[src/rtl/hdlc_rx_deframer.sv]
// Receive-side HDLC bit deframer: flag hunt, zero destuffing, abort detection
// and LSB-first octet assembly with frame start/end/length/error markers.
module hdlc_rx_deframer #(
    parameter int unsigned FRAME_LEN_W     = 8,
    parameter int unsigned MIN_FRAME_BYTES = 4
) (
    input  logic                   clk_i,
    input  logic                   rst_n_i,
    input  logic                   rxen_i,
    input  logic                   rx_bit_en_i,
    input  logic                   rx_i,
    output logic [7:0]             byte_o,
    output logic                   byte_valid_o,
    output logic                   sof_o,
    output logic                   eof_o,
    output logic                   frame_err_o,
    output logic [FRAME_LEN_W-1:0] frame_len_o,
    output logic                   abort_o,
    output logic                   active_o
);

    localparam int unsigned DLY_W = 7;
    localparam logic [FRAME_LEN_W-1:0] CNT_MAX = '1;
    localparam logic [FRAME_LEN_W-1:0] CNT_MIN = FRAME_LEN_W'(MIN_FRAME_BYTES);
    localparam logic [FRAME_LEN_W-1:0] CNT_ONE = FRAME_LEN_W'(1);

    typedef enum logic [1:0] {HUNT, FLAG_SEEN, DATA} state_t;

    state_t                 state_q, state_d;
    logic [2:0]             ones_q, ones_d;
    logic [DLY_W-1:0]       dly_q, dly_d;
    logic [2:0]             dly_cnt_q, dly_cnt_d;
    logic [7:0]             asm_q, asm_d;
    logic [2:0]             idx_q, idx_d;
    logic [FRAME_LEN_W-1:0] cnt_q, cnt_d;
    logic [7:0]             byte_q, byte_d;
    logic [FRAME_LEN_W-1:0] len_q, len_d;
    logic                   byte_valid_q, byte_valid_d;
    logic                   sof_q, sof_d;
    logic                   eof_q, eof_d;
    logic                   err_q, err_d;
    logic                   abort_q, abort_d;
    logic                   active_q, active_d;

    // Line-bit classification, always against the ones count before this bit
    logic strobe, ev_stuff, ev_flag, ev_abort, ev_data, pop;
    assign strobe   = rxen_i & rx_bit_en_i;
    assign ev_stuff = strobe & ~rx_i & (ones_q == 3'd5);
    assign ev_flag  = strobe & ~rx_i & (ones_q == 3'd6);
    assign ev_abort = strobe &  rx_i & (ones_q == 3'd6);
    assign ev_data  = strobe & ~ev_stuff & ~ev_flag & ~ev_abort;
    assign pop      = ev_data & (dly_cnt_q == 3'(DLY_W));

    always_comb begin
        state_d      = state_q;
        ones_d       = ones_q;
        dly_d        = dly_q;
        dly_cnt_d    = dly_cnt_q;
        asm_d        = asm_q;
        idx_d        = idx_q;
        cnt_d        = cnt_q;
        byte_d       = byte_q;
        len_d        = len_q;
        byte_valid_d = 1'b0;
        sof_d        = 1'b0;
        eof_d        = 1'b0;
        err_d        = 1'b0;
        abort_d      = 1'b0;

        if (!rxen_i) begin
            state_d   = HUNT;
            ones_d    = '0;
            dly_d     = '0;
            dly_cnt_d = '0;
            asm_d     = '0;
            idx_d     = '0;
            cnt_d     = '0;
            abort_d   = (state_q == DATA);
        end else if (strobe) begin
            if (rx_i) begin
                ones_d = (ones_q == 3'd7) ? 3'd7 : ones_q + 3'd1;
            end else begin
                ones_d = '0;
            end

            // Delay line keeps the flag's leading 0111111 away from the assembler
            if (ev_data && state_q != HUNT) begin
                dly_d = {rx_i, dly_q[DLY_W-1:1]};
                if (!pop) begin
                    dly_cnt_d = dly_cnt_q + 3'd1;
                end
            end

            unique case (state_q)
                HUNT: begin
                    if (ev_flag) begin
                        state_d   = FLAG_SEEN;
                        dly_d     = '0;
                        dly_cnt_d = '0;
                        asm_d     = '0;
                        idx_d     = '0;
                    end
                end
                FLAG_SEEN: begin
                    if (ev_flag) begin
                        dly_d     = '0;
                        dly_cnt_d = '0;
                    end else if (ev_abort) begin
                        state_d = HUNT;
                    end else if (pop) begin
                        state_d = DATA;
                        cnt_d   = '0;
                        asm_d   = {dly_q[0], 7'd0};
                        idx_d   = 3'd1;
                    end
                end
                DATA: begin
                    if (ev_flag) begin
                        state_d   = FLAG_SEEN;
                        eof_d     = 1'b1;
                        len_d     = cnt_q;
                        err_d     = (idx_q != 3'd0) || (cnt_q < CNT_MIN) || (cnt_q == CNT_MAX);
                        dly_d     = '0;
                        dly_cnt_d = '0;
                        asm_d     = '0;
                        idx_d     = '0;
                    end else if (ev_abort) begin
                        state_d   = HUNT;
                        abort_d   = 1'b1;
                        dly_d     = '0;
                        dly_cnt_d = '0;
                        asm_d     = '0;
                        idx_d     = '0;
                    end else if (pop) begin
                        asm_d = {dly_q[0], asm_q[7:1]};
                        idx_d = idx_q + 3'd1;
                        if (idx_q == 3'd7) begin
                            byte_d       = {dly_q[0], asm_q[7:1]};
                            byte_valid_d = 1'b1;
                            sof_d        = (cnt_q == '0);
                            if (cnt_q != CNT_MAX) begin
                                cnt_d = cnt_q + CNT_ONE;
                            end
                        end
                    end
                end
                default: state_d = HUNT;
            endcase
        end

        active_d = (state_d == DATA);
    end

    always_ff @(posedge clk_i) begin
        if (!rst_n_i) begin
            state_q      <= HUNT;
            ones_q       <= '0;
            dly_q        <= '0;
            dly_cnt_q    <= '0;
            asm_q        <= '0;
            idx_q        <= '0;
            cnt_q        <= '0;
            byte_q       <= '0;
            len_q        <= '0;
            byte_valid_q <= 1'b0;
            sof_q        <= 1'b0;
            eof_q        <= 1'b0;
            err_q        <= 1'b0;
            abort_q      <= 1'b0;
            active_q     <= 1'b0;
        end else begin
            state_q      <= state_d;
            ones_q       <= ones_d;
            dly_q        <= dly_d;
            dly_cnt_q    <= dly_cnt_d;
            asm_q        <= asm_d;
            idx_q        <= idx_d;
            cnt_q        <= cnt_d;
            byte_q       <= byte_d;
            len_q        <= len_d;
            byte_valid_q <= byte_valid_d;
            sof_q        <= sof_d;
            eof_q        <= eof_d;
            err_q        <= err_d;
            abort_q      <= abort_d;
            active_q     <= active_d;
        end
    end

    assign byte_o       = byte_q;
    assign byte_valid_o = byte_valid_q;
    assign sof_o        = sof_q;
    assign eof_o        = eof_q;
    assign frame_err_o  = err_q;
    assign frame_len_o  = len_q;
    assign abort_o      = abort_q;
    assign active_o     = active_q;

endmodule

[config.mk]
export PLATFORM = sky130hd
export DESIGN_NAME = hdlc_rx_deframer
export DESIGN_NICKNAME = d
export VERILOG_FILES = /design/src/rtl/hdlc_rx_deframer.sv
export SDC_FILE = /design/constraint.sdc
export NUM_CORES = 1
export LEC_CHECK = 0
export CAP_MARGIN = 20
export CELL_PAD_IN_SITES_DETAIL_PLACEMENT = 1
export CELL_PAD_IN_SITES_GLOBAL_PLACEMENT = 2
export CORE_UTILIZATION = 34
export DETAILED_ROUTE_END_ITERATION = 8
export GPL_TIMING_DRIVEN = 0
export PLACE_DENSITY = 0.87
export SLEW_MARGIN = 0
export SYNTH_ARGS = -nofsm -noshare
export SYNTH_HDL_FRONTEND = slang
export SYNTH_SLANG_ARGS = --single-unit
[constraint.sdc]
create_clock -name clk_i -period 2.3 [get_ports clk_i]
set_input_delay 0.345 -clock clk_i [delete_from_list [all_inputs] [get_ports clk_i]]
set_output_delay 0.345 -clock clk_i [all_outputs]
set_load 0.05 [all_outputs]
# == Yosys cells after proc, flatten, opt, wreduce, memory -nomap -nowiden ==
# Index checks and enable logic that the tools add are counted.
# classes
n_addsub,4
order_cmp,1
eq_ne,20
mux,54
bitwise_logic,20
n_reduce_logical,19
# ops
cell,n
$mux W8,15
$mux W3,14
$mux W7,4
$pmux W8 S3,1
$mux W2,8
$pmux W8 S2,1
$eq A3 B3 Y1 const B,5
$ne A2 B2 Y1 const B,7
$pmux W7 S2,1
$reduce_and A7 Y1,2
$and A1 B1 Y1,10
$not A1 Y1,10
$reduce_and A10 Y1,1
$add A3 B1 Y3 const B,3
$pmux W3 S3,1
$add A8 B1 Y8 const B,1
$eq A8 B8 Y1 const B,1
$logic_not A8 Y1,1
$lt A8 B3 Y1 const B,1
$ne A8 B8 Y1 const B,1
$reduce_and A4 Y1,2
$reduce_or A8 Y1,1
$mux W1,7
$reduce_or A7 Y1,1
other kinds (14),19
# totals
regBits,56
output_inout_bits,22
wordCells,133

# == Depth between registers and ports, before layout ==
# Gate-level depths: netlist of the first run.
# logic_depth
word_depth,15
mapped_depth,9

# == Worst setup path before layout of the first run ==
# No wires, ideal clock.
# synth_timing
kind,flip-flop to flip-flop
startpoint,register ones_q[0]
endpoint,register cnt_q[6]
setup_ns,0.074
t_arrival_ns,1.887
slack_ns,0.340
path_stages_with_launch,9
period_less_slack_ns,1.960
path_cell_list,dfxtp_1 inv_1 ha_1 buf_6 and2_4 buf_6 or4b_1 o31a_1 o22ai_2
# synth_via
elab_chain_len,9
word_cells_on_any_way,19
cone_classes,eq/ne (8); bitwise (10); reduce/logical (1)
# synth_lines
item,line_no,rtl
start: declaration,30,"logic [2:0] ones_q, ones_d;"
start signal: assignment,173,ones_q <= ones_d;
$eq A3 B3 Y1,48,assign ev_stuff = strobe & ~rx_i & (ones_q == 3'd5);
$and A1 B1 Y1,48,
$not A1 Y1,51,assign ev_data = strobe & ~ev_stuff & ~ev_flag & ~ev_abort;
$and A1 B1 Y1 (3 in a row),51,
$and A1 B1 Y1,52,assign pop = ev_data & (dly_cnt_q == 3'(DLY_W));
$ne A2 B2 Y1 (no source line),n/a,
$reduce_and A10 Y1 (no source line) (*),n/a,
end signal: assignment,178,cnt_q <= cnt_d;
end: declaration,35,"logic [FRAME_LEN_W-1:0] cnt_q, cnt_d;"
# Mark *: on every way between the ends. The rest lies on a longest branch, timed or not.
# A chain may end at the register's enable or synchronous reset.

# == Worst setup path after layout of the first run ==
# layout_timing
startpoint,register dly_cnt_q[0]
endpoint,register cnt_q[5]
# layout_via
elab_chain_len,4
word_cells_on_any_way,5
cone_classes,eq/ne (3); bitwise (1); reduce/logical (1)
# layout_lines
item,line_no,rtl
start: declaration,32,"logic [2:0] dly_cnt_q, dly_cnt_d;"
start signal: assignment,175,dly_cnt_q <= dly_cnt_d;
$eq A3 B3 Y1 (*),52,
$and A1 B1 Y1 (*),52,
$ne A2 B2 Y1 (no source line),n/a,
$reduce_and A10 Y1 (no source line) (*),n/a,
# Marks and branches as above.

==> parameters.txt, run 1 <==
Parameter                              Value

Status
  Status ... complete, no violations

Route
  Routed length on met2 ... 3280 microns
  Via count of the routed design ... 2370
  Top metal layer carrying routed signals ... met4
  Routed wl met3 ... 132 microns
  Met1 wire length ... 3250 microns
  Detailed-route wire length per cell ... 14.9 microns
  Average vias per placed instance ... 5.23
  First DRT Iteration DRCs ... 71
  1st-pass router iterations ... 4
  Post-route ant nets ... 0
  Number of remaining DRC errors ... 0
  Aggregate routed wire length ... 6740 microns

STA
  Final setup skew ... 0.00834 ns
  Number of endpoints failing setup at the final stage ... 0
  Unrepaired setup endpoints after global routing ... no
  Final count of pins violating max slew ... 0
  Sum of negative setup slack ... 0 ns
  Worst-Margin Slew ... 0.805 ns
  Highest Clock Rate ... 0.473 GHz
  Min Hold Slack ... 0.373 ns
  Final period demand of the worst path ... 2.11 ns
  Hold Violations, Final ... 0
  Worst slew slack as a fraction of its limit ... 46.0%
  Period Utilization, post-route ... 91.9%

Yosys
  #FFs+latches synth ... 55
  Ranking of synthesized cells by area ... sky130_fd_sc_hd__dfxtp_1 40%, sky130_fd_sc_hd__nand2_1 7.5%, sky130_fd_sc_hd__mux2i_1 6.6%
  Yosys top cell area share ... 40.3%
  Number of synthesized flops with an enable pin ... 0
  Mean instance size in the synthesized netlist ... 8.57 sq um
  Portion of the post-synthesis area used by sequential elements ... 40.3%
  Synth area leader ... sky130_fd_sc_hd__dfxtp_1
  Unique masters post-synth ... 52
  Number of instances in the synthesized netlist ... 319
  Count of warnings emitted by yosys ... 0
  Post-synthesis cell area ... 0.00274 sq mm
  Share of flip-flops with an asynchronous set or reset after synthesis ... 0%
  Top FF cell, synth ... sky130_fd_sc_hd__dfxtp_1
  Number of nets in the synthesized netlist ... 338

Power and ir drop
  Share of total power in sequential cells ... 59.9%
  Switching power share of the total ... 21.9%
  Final Total Pwr ... 1.59 mW
  Power Density ... 495 mW/mm^2
  Clk network pwr share ... 36.8%
  Part of the power in combinational logic ... 3.3%
  Worst IR Drop VDD ... 0.237 mV
  Internal ... 1.24 mW
  Switch Pwr ... 0.349 mW
  Static power due to leakage ... 1.18 nW

Die
  # IOs ... 27
  Chip Height ... 91.7 microns
  Horizontal die dimension ... 91.7 microns
  Die area ... 0.00841 sq mm
  Initial core utilization ... 35.2%
  Core region area ... 0.00777 sq mm
  Number of placement rows ... 32

Worst setup path
  Required time worst endpoint ... 2.47 ns
  Number of cells on the critical path ... 6
  CP max stage cell ... sky130_fd_sc_hd__or3_1
  Cell-by-cell trace of the critical path ... ha_1 -> ha_1 -> a21bo_2 -> or3_1 -> a21oi_2 -> a311oi_1
  Capturing element type of the critical path ... flop
  Arrival @ worst endpoint ... 2.29 ns
  Worst path max stage delay ... 0.37 ns
  CP bufs+invs ... 0
  Cell type group with the largest total delay on the critical path ... compound AO/OA/AOI/OAI gates
  Maximum net fanout on the critical path ... 8
  Critical Setup Path Class ... reg -> reg
  Critical Path Start Type ... flop
  Worst reg2reg path depth ... 6
  Dominant cell type by count on the critical path ... sky130_fd_sc_hd__ha_1

Flow run
  Total of max-cap violations ... 0

Final layout
  Post-synthesis to final-layout area growth ... 17.5%
  Number of fill cells ... 947
  Layout Nets ... 369
  Antenna cells ... 0
  Fraction of final layout cells with drive strength greater than 1 ... 7.41%

Global route
  Number of global-route vias before repair ... 2331
  Antenna violations before repair ... 0
  Wire length of the first global-routing pass ... 11600 microns
  GR Overflow Total ... 0
  Largest net degree at the start of global routing ... 17
  Overall Global Routing Usage ... 17.1%

Clock tree
  Number of buffers inserted by post-CTS setup repair ... 0
  CTS tree ... built
  CTS H-Tree Depth ... 2
  Clock slew at reported path FFs ... 0.10 ns
  CTS max path bufs ... 2
  Total of cells resized after clock tree synthesis ... 0
  Clock Latency Late Sink ... 0.31 ns
  Root cell of the clock tree ... sky130_fd_sc_hd__clkbuf_8
  Clock buffer count from CTS ... 5
  Count of clock tree sinks ... 55
  Hold bufs inserted after CTS ... 0

Min path
  Hold Path Cell Cnt ... 3
  Type of the most critical hold path ... in -> reg

Placed design
  Number of port buffers ... 24
  Last weighted congestion value of the routability-driven placer ... 0.791
  HPWL after detailed placement ... 4770 microns
[state kept, by name (all words and copies together) (netlist names), 2 cells and up]
register,count
asm_q,7
byte_o,8
dly_q,7
state_q,2
idx_q,3
dly_cnt_q,3
frame_len_o,8
ones_q,3
cnt_q,8
[cell families (layout without fill, tap and decap cells)]
logic type	count (synthesis)	in the layout	share of synthesized area [%]
AOI/OAI and AO/OA	72	72	17.6
adders and majority gates	14	14	6.40
buffers and inverters	33	65	5.63
DFF	55	55	40.3
muxes	18	18	6.59
and+or+nand+nor	127	127	23.5
[per-layer routing]
layer / vias up / track usage (%)
met5: - / 0
met4: 0 / 4.43
met3: 5 / 2.99
met2: 27 / 29.9
met1: 1149 / 21.8
li1: 1189 / -
[layout by cell type, fill, tap and decap left out, drive strengths merged, types with 2 or more instances in the layout]
cell           synthesis  final
a311oi                 2      2
clkbuf                13     20
a21oi                 21     21
nand4b                 2      2
nand2                 55     55
nand2b                 3      3
o22ai                  5      5
o2111ai                2      2
o31ai                  5      5
buf                   10     10
nor2                   9      9
nor3                   3      3
o21ai                 12     12
or3                    3      3
dfxtp                 55     55
a21boi                 9      9
nor4                   3      3
ha                    14     14
mux2i                 18     18
and2                   5      5
inv                   10     10
nand3                 18     18
a31oi                  3      3
nand4                  6      6
o31a                   4      4
and3                   2      2
and3b                  2      2
nor2b                 10     10
o21a                   2      2
clkdlybuf4s50          0     24
[Yosys cell counts (3+ instances only)]
cell type / n
sky130_fd_sc_hd__o31ai_1: 4
sky130_fd_sc_hd__inv_1: 10
sky130_fd_sc_hd__o31a_1: 4
sky130_fd_sc_hd__nand3_1: 18
sky130_fd_sc_hd__o21ai_0: 11
sky130_fd_sc_hd__a31oi_1: 3
sky130_fd_sc_hd__and2_1: 4
sky130_fd_sc_hd__nand4_1: 6
sky130_fd_sc_hd__a21oi_1: 20
sky130_fd_sc_hd__buf_6: 3
sky130_fd_sc_hd__nor4_1: 3
sky130_fd_sc_hd__o22ai_1: 4
sky130_fd_sc_hd__clkbuf_1: 13
sky130_fd_sc_hd__buf_2: 6
sky130_fd_sc_hd__nand2b_1: 3
sky130_fd_sc_hd__nand2_1: 55
sky130_fd_sc_hd__nor2_1: 9
sky130_fd_sc_hd__mux2i_1: 18
sky130_fd_sc_hd__a21boi_0: 8
sky130_fd_sc_hd__ha_1: 14
sky130_fd_sc_hd__dfxtp_1: 55
sky130_fd_sc_hd__nor2b_1: 10
[power groups by stage]
| stage | clock network, mW | registers [mW] | logic [mW] |
|---|---|---|---|
| 6_report | 0.586 | 0.952 | 0.0525 |
| 3_5_place_dp | 0 | 0.975 | 0.0528 |
| 5_1_grt | 0.654 | 0.953 | 0.0577 |
| 4_1_cts | 0.608 | 0.953 | 0.0532 |
| 2_1_floorplan | 0 | 0.974 | 0.0334 |
| 3_3_place_gp | 0 | 0.975 | 0.0528 |
[final cells by class]
type | instances | area (sq um) | share of cell area [%]
repair buffers | 24 | 240 | 7.48
clock inverters | 1 | 7.51 | 0.234
multi-input cells | 231 | 1490 | 46.3
plain buffers | 23 | 116 | 3.62
flip-flops and latches | 55 | 1100 | 34.3
clock buffers | 7 | 96.3 | 3.00
well taps | 102 | 128 | 3.97
inverters | 10 | 37.5 | 1.17
[path summary, 6_finish.rpt]
kind	start	end	slack (ns)
max reg2reg	dly_cnt_q[0]$_SDFFE_PN0N_	cnt_q[5]$_SDFFE_PN0P_	0.19
min reg2reg	byte_o[7]$_SDFFE_PN0P_	byte_o[7]$_SDFFE_PN0P_	0.47
min	rx_i	ones_q[0]$_SDFFE_PN0N_	0.37
max	dly_cnt_q[0]$_SDFFE_PN0N_	cnt_q[5]$_SDFFE_PN0P_	0.19
[worst min-delay path, stage by stage]
cell,delay [ns]
sky130_fd_sc_hd__buf_2,0.15
sky130_fd_sc_hd__nand3_1,0.08
sky130_fd_sc_hd__a21oi_1,0.05
[metrics by stage]
step | util, % | area, sq um | std cells | worst slack (ns)
after floorplan | - | 2740 | 319 | 0.340
after global placement | 39.9 | 3100 | 445 | -0.0900
after detailed placement | 39.9 | 3100 | 445 | -0.131
after CTS | 41.3 | 3210 | 453 | 0.0887
after global routing | 41.4 | 3210 | 453 | 0.0427
final | 41.4 | 3210 | 453 | 0.185
Note: power is estimated with default switching activity, not from simulation.
==> run 2, diff against run 1 <==
--- a/config.mk
+++ b/config.mk
@@ -10,7 +10,6 @@
 export CELL_PAD_IN_SITES_GLOBAL_PLACEMENT = 2
 export CORE_UTILIZATION = 34
 export DETAILED_ROUTE_END_ITERATION = 8
-export GPL_TIMING_DRIVEN = 0
 export PLACE_DENSITY = 0.87
 export SLEW_MARGIN = 0
 export SYNTH_ARGS = -nofsm -noshare
==> run 2 against run 1 <==
  * Non-clock buffer count increased by 1
  * Combinational power increased by 12%
  * Clock-buffer cell count decreased by 1
  * Final area increased by 1.8%
  * Final cell count increased by 0.22%
  * Global-route usage decreased by 0.41 points
  * Sequential share of layout area decreased by 0.60 points
  * Flip-flop and latch count unchanged
  * Maximum frequency increased by 4.2%
  * Sequential power about the same
  * Clock skew increased by 0.0036 ns
  * Critical endpoint unchanged
  * Largest power group unchanged
==> parameters.txt, run 2 (synthesis results as in run 1) <==
Parameter                              Value

Worst setup path
  Required time worst endpoint ... 2.49 ns
  Critical Path Start Type ... flop
  CP max stage cell ... sky130_fd_sc_hd__dfxtp_1
  Maximum net fanout on the critical path ... 8
  Arrival @ worst endpoint ... 2.22 ns
  Number of cells on the critical path ... 6
  Cell-by-cell trace of the critical path ... inv_1 -> ha_1 -> a21bo_2 -> or3_1 -> a21oi_2 -> a311oi_1
  Worst path max stage delay ... 0.41 ns
  CP bufs+invs ... 1
  Cell type group with the largest total delay on the critical path ... compound AO/OA/AOI/OAI gates
  Capturing element type of the critical path ... flop
  Worst reg2reg path depth ... 6
  Critical Setup Path Class ... reg -> reg

Flow run
  Total of max-cap violations ... 0

Clock tree
  CTS max path bufs ... 2
  Hold bufs inserted after CTS ... 0
  Clock buffer count from CTS ... 5
  CTS H-Tree Depth ... 2
  Root cell of the clock tree ... sky130_fd_sc_hd__clkbuf_8
  CTS tree ... built
  Total of cells resized after clock tree synthesis ... 0
  Clock Latency Late Sink ... 0.32 ns
  Number of buffers inserted by post-CTS setup repair ... 0
  Count of clock tree sinks ... 55
  Clock slew at reported path FFs ... 0.11 ns

Min path
  Hold Path Cell Cnt ... 2
  Type of the most critical hold path ... reg -> reg

Die
  # IOs ... 27
  Chip Height ... 91.7 microns
  Initial core utilization ... 35.2%
  Core region area ... 0.00777 sq mm
  Number of placement rows ... 32
  Die area ... 0.00841 sq mm
  Horizontal die dimension ... 91.7 microns

Final layout
  Post-synthesis to final-layout area growth ... 19.6%
  Commonest cells after routing, fill and taps aside ... 55 x sky130_fd_sc_hd__nand2_1, 55 x sky130_fd_sc_hd__dfxtp_1, 26 x sky130_fd_sc_hd__clkdlybuf4s50_1
  Number of fill cells ... 938
  Antenna cells ... 0
  Seq. cell area ... 0.00110 sq mm
  Footprint of the multi-input gates ... 0.00148 sq mm
  Number of standard cells in the layout, taps in and fillers out ... 454
  Fraction of final layout cells with drive strength greater than 1 ... 11.1%
  Layout Nets ... 370

STA
  Min Hold Slack ... 0.470 ns
  Final period demand of the worst path ... 2.03 ns
  Hold Violations, Final ... 0
  Number of endpoints failing setup at the final stage ... 0
  Worst slew slack as a fraction of its limit ... 66.6%
  Worst-Margin Slew ... 0.500 ns
  Period Utilization, post-route ... 88.2%
  Highest Clock Rate ... 0.493 GHz
  Final setup skew ... 0.0119 ns
  Final count of pins violating max slew ... 0
  Unrepaired setup endpoints after global routing ... no
  Sum of negative setup slack ... 0 ns

Global route
  Largest net degree at the start of global routing ... 21
  Antenna violations before repair ... 0
  Number of global-route vias before repair ... 2292
  Overall Global Routing Usage ... 16.7%
  Wire length of the first global-routing pass ... 11300 microns
  GR Overflow Total ... 0

Route
  Post-route ant nets ... 0
  1st-pass router iterations ... 6
  Number of remaining DRC errors ... 0
  Detailed-route wire length per cell ... 14.6 microns
  Via count of the routed design ... 2348
  Aggregate routed wire length ... 6640 microns
  First DRT Iteration DRCs ... 95
  Average vias per placed instance ... 5.17

Placed design
  Number of port buffers ... 26
  HPWL after detailed placement ... 4860 microns
  Last weighted congestion value of the routability-driven placer ... 0.816
  Placed Instances ... 446

Status
  Status ... complete, no violations

Power and ir drop
  Worst IR Drop VDD ... 0.216 mV
  Static power due to leakage ... 1.23 nW
  Power Density ... 489 mW/mm^2
-- run 2: cell types whose count changed in the layout (fill, tap and decap cells not counted), moves of 2 or more --
| cell | change |
|---|---|
| sky130_fd_sc_hd__buf_4 | +22 |
| sky130_fd_sc_hd__clkbuf_1 | -13 |
| sky130_fd_sc_hd__buf_2 | -6 |
| sky130_fd_sc_hd__buf_6 | -3 |
| sky130_fd_sc_hd__clkdlybuf4s50_1 | +2 |
-- run 2: area by class of cell --
class | instances | share of cell area (%)
Multi-Input combinational cell | 231 | 45.3
Inverter | 10 | 1.15
Clock inverter | 2 | 0.497
Timing Repair Buffer | 48 | 13.0
Sequential cell | 55 | 33.7
Tap cell | 102 | 3.90
Clock buffer | 6 | 2.52
-- run 2: worst paths after layout --
| check | startpoint | end | slack [ns] |
|---|---|---|---|
| setup / recovery | ones_q[0]$_SDFFE_PN0N_ | cnt_q[5]$_SDFFE_PN0P_ | 0.27 |
| hold / removal | byte_o[3]$_SDFFE_PN0P_ | byte_o[3]$_SDFFE_PN0P_ | 0.47 |
| hold reg to reg | byte_o[3]$_SDFFE_PN0P_ | byte_o[3]$_SDFFE_PN0P_ | 0.47 |
| setup reg to reg | ones_q[0]$_SDFFE_PN0N_ | cnt_q[5]$_SDFFE_PN0P_ | 0.27 |
-- run 2: worst min-delay path, cell delays in order, from the launching register on --
cell and delay, ns:
sky130_fd_sc_hd__dfxtp_1 0.33, sky130_fd_sc_hd__nand2_1 0.05, sky130_fd_sc_hd__a21boi_0 0.06
-- run 2: through the flow --
| step | setup WS (ns) | area, sq um | total power [mW] | utilization, % |
|---|---|---|---|---|
| final | 0.270 | 3270 | 1.60 | 42.1 |
| after global routing | 0.118 | 3270 | 1.65 | 42.1 |
| after CTS | 0.248 | 3270 | 1.62 | 42.1 |
| after detailed placement | 0.0484 | 3170 | 1.03 | 40.8 |
| after global placement | 0.146 | 3170 | 1.03 | 40.8 |
| after floorplan | 0.340 | 2740 | 1.01 | - |
-- run 2: power breakdown --
group / leakage [nW] / switching [mW] / internal, mW
clock: 0.0474 / 0.339 / 0.247
combinational: 0.740 / 0.0351 / 0.0239
sequential: 0.443 / 0.000530 / 0.952
-- run 2: layer usage --
layer | part of all wire, % | GRT usage, % | vias to the layer above | routed length [microns]
met1 | 48 | 21.6 | 1119 | 3220
met5 | 0 | 0 | - | 0
met2 | 48 | 28.6 | 31 | 3160
met3 | 2.7 | 2.90 | 8 | 179
met4 | 1.2 | 4.82 | 0 | 82
li1 | - | - | 1190 | -
==> run 3, diff against run 2 <==
--- a/config.mk
+++ b/config.mk
@@ -8,9 +8,9 @@
 export CAP_MARGIN = 20
 export CELL_PAD_IN_SITES_DETAIL_PLACEMENT = 1
 export CELL_PAD_IN_SITES_GLOBAL_PLACEMENT = 2
-export CORE_UTILIZATION = 34
+export CORE_UTILIZATION = 31
 export DETAILED_ROUTE_END_ITERATION = 8
-export PLACE_DENSITY = 0.87
+export PLACE_DENSITY = 0.84
 export SLEW_MARGIN = 0
 export SYNTH_ARGS = -nofsm -noshare
 export SYNTH_HDL_FRONTEND = slang
==> constraint.sdc (replaced) <==
create_clock -name clk_i -period 1.83 [get_ports clk_i]
set_input_delay 0.2745 -clock clk_i [delete_from_list [all_inputs] [get_ports clk_i]]
set_output_delay 0.2745 -clock clk_i [all_outputs]
set_load 0.05 [all_outputs]
==> run 3 against run 2 <==
  * Register-to-register slack got worse by 0.21 ns
  * Non-clock buffer count rose by 30
  * Sequential power rose by 25%
  * Highest routed layer unchanged
==> parameters.txt, run 3 (synthesis results as in run 1) <==
Parameter                              Value

Clock tree
  Hold bufs inserted after CTS ... 0
  Clock Latency Late Sink ... 0.31 ns
  Count of clock tree sinks ... 55
  Root cell of the clock tree ... sky130_fd_sc_hd__clkbuf_8
  Clock buffer count from CTS ... 5
  CTS H-Tree Depth ... 2
  Clock slew at reported path FFs ... 0.10 ns
  CTS tree ... built
  CTS max path bufs ... 2

Power and ir drop
  Switch Pwr ... 0.449 mW
  Clk network pwr share ... 36.6%
  Power Density ... 566 mW/mm^2
  Worst IR Drop VDD ... 0.276 mV
  Part of the power in combinational logic ... 4.5%
  Share of total power in sequential cells ... 58.8%
  Switching power share of the total ... 22.1%
  Internal ... 1.58 mW
  Static power due to leakage ... 1.39 nW

Final layout
  Number of standard cells in the layout, taps in and fillers out ... 487
  Post-synthesis to final-layout area growth ... 31.2%
  Most common cell after layout, fill and taps aside ... sky130_fd_sc_hd__nand2_1
  Fraction of final layout cells with drive strength greater than 1 ... 22.5%
  Commonest cells after routing, fill and taps aside ... 55 x sky130_fd_sc_hd__nand2_1, 50 x sky130_fd_sc_hd__dfxtp_1, 50 x sky130_fd_sc_hd__buf_4
  Utilization after layout ... 42.8%
  Layout Nets ... 400
  Antenna cells ... 0
  Summed area of non-filler cells in the final layout ... 0.00359 sq mm

Route
  1st-pass router iterations ... 4
  Top metal layer carrying routed signals ... met4
  Average vias per placed instance ... 5.17
  Post-route ant nets ... 0
  Met1 wire length ... 3530 microns
  First DRT Iteration DRCs ... 116
  Detailed-route wire length per cell ... 15.2 microns
  Routed length on met2 ... 3670 microns
  Via count of the routed design ... 2520
  Number of remaining DRC errors ... 0
  Aggregate routed wire length ... 7390 microns
  Routed wl met3 ... 130 microns

Placed design
  Post-placement worst setup slack ... -0.215 ns
  Placed Instances ... 477
  Cell area reported after detailed placement ... 0.00341 sq mm
  Number of port buffers ... 26
  HPWL after detailed placement ... 5320 microns
  Last weighted congestion value of the routability-driven placer ... 0.777

STA
  Highest Clock Rate ... 0.564 GHz
  Unrepaired setup endpoints after global routing ... yes
  Worst-Margin Slew ... 0.502 ns
  Final count of pins violating max slew ... 0
  Minimum setup slack in the final design ... 0.0579 ns
  Worst slew slack as a fraction of its limit ... 66.5%
  Number of endpoints failing setup at the final stage ... 0
  Hold Violations, Final ... 0
  Final period demand of the worst path ... 1.77 ns
  Final setup skew ... 0.00877 ns
  Min Hold Slack ... 0.460 ns
  Period Utilization, post-route ... 96.8%

Die
  Die area ... 0.00920 sq mm
  Chip Height ... 95.9 microns
  Horizontal die dimension ... 95.9 microns
  Core region area ... 0.00838 sq mm
  Number of placement rows ... 33
  # IOs ... 27
  Initial core utilization ... 32.6%

Worst setup path
  Crit path from ... ones_q[1]$_SDFFE_PN0N_
  Critical Setup Path Class ... reg -> reg
  Worst r2r src ... ones_q[1]$_SDFFE_PN0N_
  Required time worst endpoint ... 2.05 ns
  Critical Path Start Type ... flop
  Capturing element type of the critical path ... flop
  Arrival @ worst endpoint ... 2.00 ns
  Maximum net fanout on the critical path ... 4

Status
  Status ... complete, no violations

Min path
  Min-delay src ... byte_o[2]$_SDFFE_PN0P_
  Type of the most critical hold path ... reg -> reg

Global route
  Wire length of the first global-routing pass ... 12400 microns
  Largest net degree at the start of global routing ... 21
  GR Overflow Total ... 0
  Number of global-route vias before repair ... 2593
  Overall Global Routing Usage ... 17.2%
  Antenna violations before repair ... 0

Flow run
  Total of max-cap violations ... 0
-- run 3: cell types whose count changed in the layout (fill, tap and decap cells not counted), moves of 3 or more --
| cell | before | now |
|---|---|---|
| sky130_fd_sc_hd__ha_1 | 14 | 8 |
| sky130_fd_sc_hd__a21boi_1 | 1 | 5 |
| sky130_fd_sc_hd__buf_4 | 22 | 50 |
| sky130_fd_sc_hd__dfxtp_2 | 0 | 3 |
| sky130_fd_sc_hd__ha_2 | 0 | 4 |
| sky130_fd_sc_hd__dfxtp_1 | 55 | 50 |
| sky130_fd_sc_hd__a21boi_0 | 8 | 4 |
-- run 3: final cells by class --
| type | instances | area, sq um |
|---|---|---|
| Fill cell | 999 | 4790 |
| Multi-Input combinational cell | 231 | 1550 |
| Sequential cell | 55 | 1110 |
| Timing Repair Buffer | 78 | 658 |
| Tap cell | 105 | 131 |
| Clock buffer | 8 | 100 |
| Inverter | 10 | 37.5 |
-- run 3: power groups by stage --
stage          combinational [mW]  clock [mW]  sequential, mW
2_1_floorplan              0.0423           0            1.22
3_3_place_gp               0.0880           0            1.23
3_5_place_dp               0.0898           0            1.23
4_1_cts                    0.0911       0.776            1.20
5_1_grt                    0.0997       0.826            1.20
6_report                   0.0917       0.744            1.19
-- run 3: what timing repair did --
action                     CTS  global route
setup endpoints to repair    7            36
pin swaps                    0             3
cloned                       0             0
buffers inserted             0             2
resized for setup            3            20
-- run 3: worst paths after layout --
path / slack, ns / to / cells after the start
setup / recovery: 0.06 / active_o$_SDFF_PN0_ / 8
hold / removal: 0.46 / byte_o[2]$_SDFFE_PN0P_ / 2
setup reg to reg: 0.06 / active_o$_SDFF_PN0_ / 8
hold reg to reg: 0.46 / byte_o[2]$_SDFFE_PN0P_ / 2
-- run 3: per-layer routing --
| layer | track usage [%] | up-vias |
|---|---|---|
| met2 | 30.8 | 29 |
| met5 | 0 | - |
| met1 | 21.7 | 1242 |
| li1 | - | 1244 |
| met3 | 2.13 | 5 |
| met4 | 4.48 | 0 |
-- run 3: critical path: stages (launching register included) --
cell and delay (ns):
sky130_fd_sc_hd__dfxtp_4 0.38, sky130_fd_sc_hd__inv_1 0.04, sky130_fd_sc_hd__ha_1 0.18, sky130_fd_sc_hd__and3b_1 0.21, sky130_fd_sc_hd__buf_4 0.15, sky130_fd_sc_hd__nor2_1 0.17
sky130_fd_sc_hd__buf_4 0.14, sky130_fd_sc_hd__a31oi_1 0.15, sky130_fd_sc_hd__a211oi_2 0.26
-- run 3: stage by stage --
stage	total power, mW	setup TNS (ns)
4_1_cts	2.06	0
3_3_place_gp	1.31	-2.89
6_report	2.03	0
2_1_floorplan	1.27	-0.0122
3_5_place_dp	1.31	-4.73
5_1_grt	2.12	-0.314
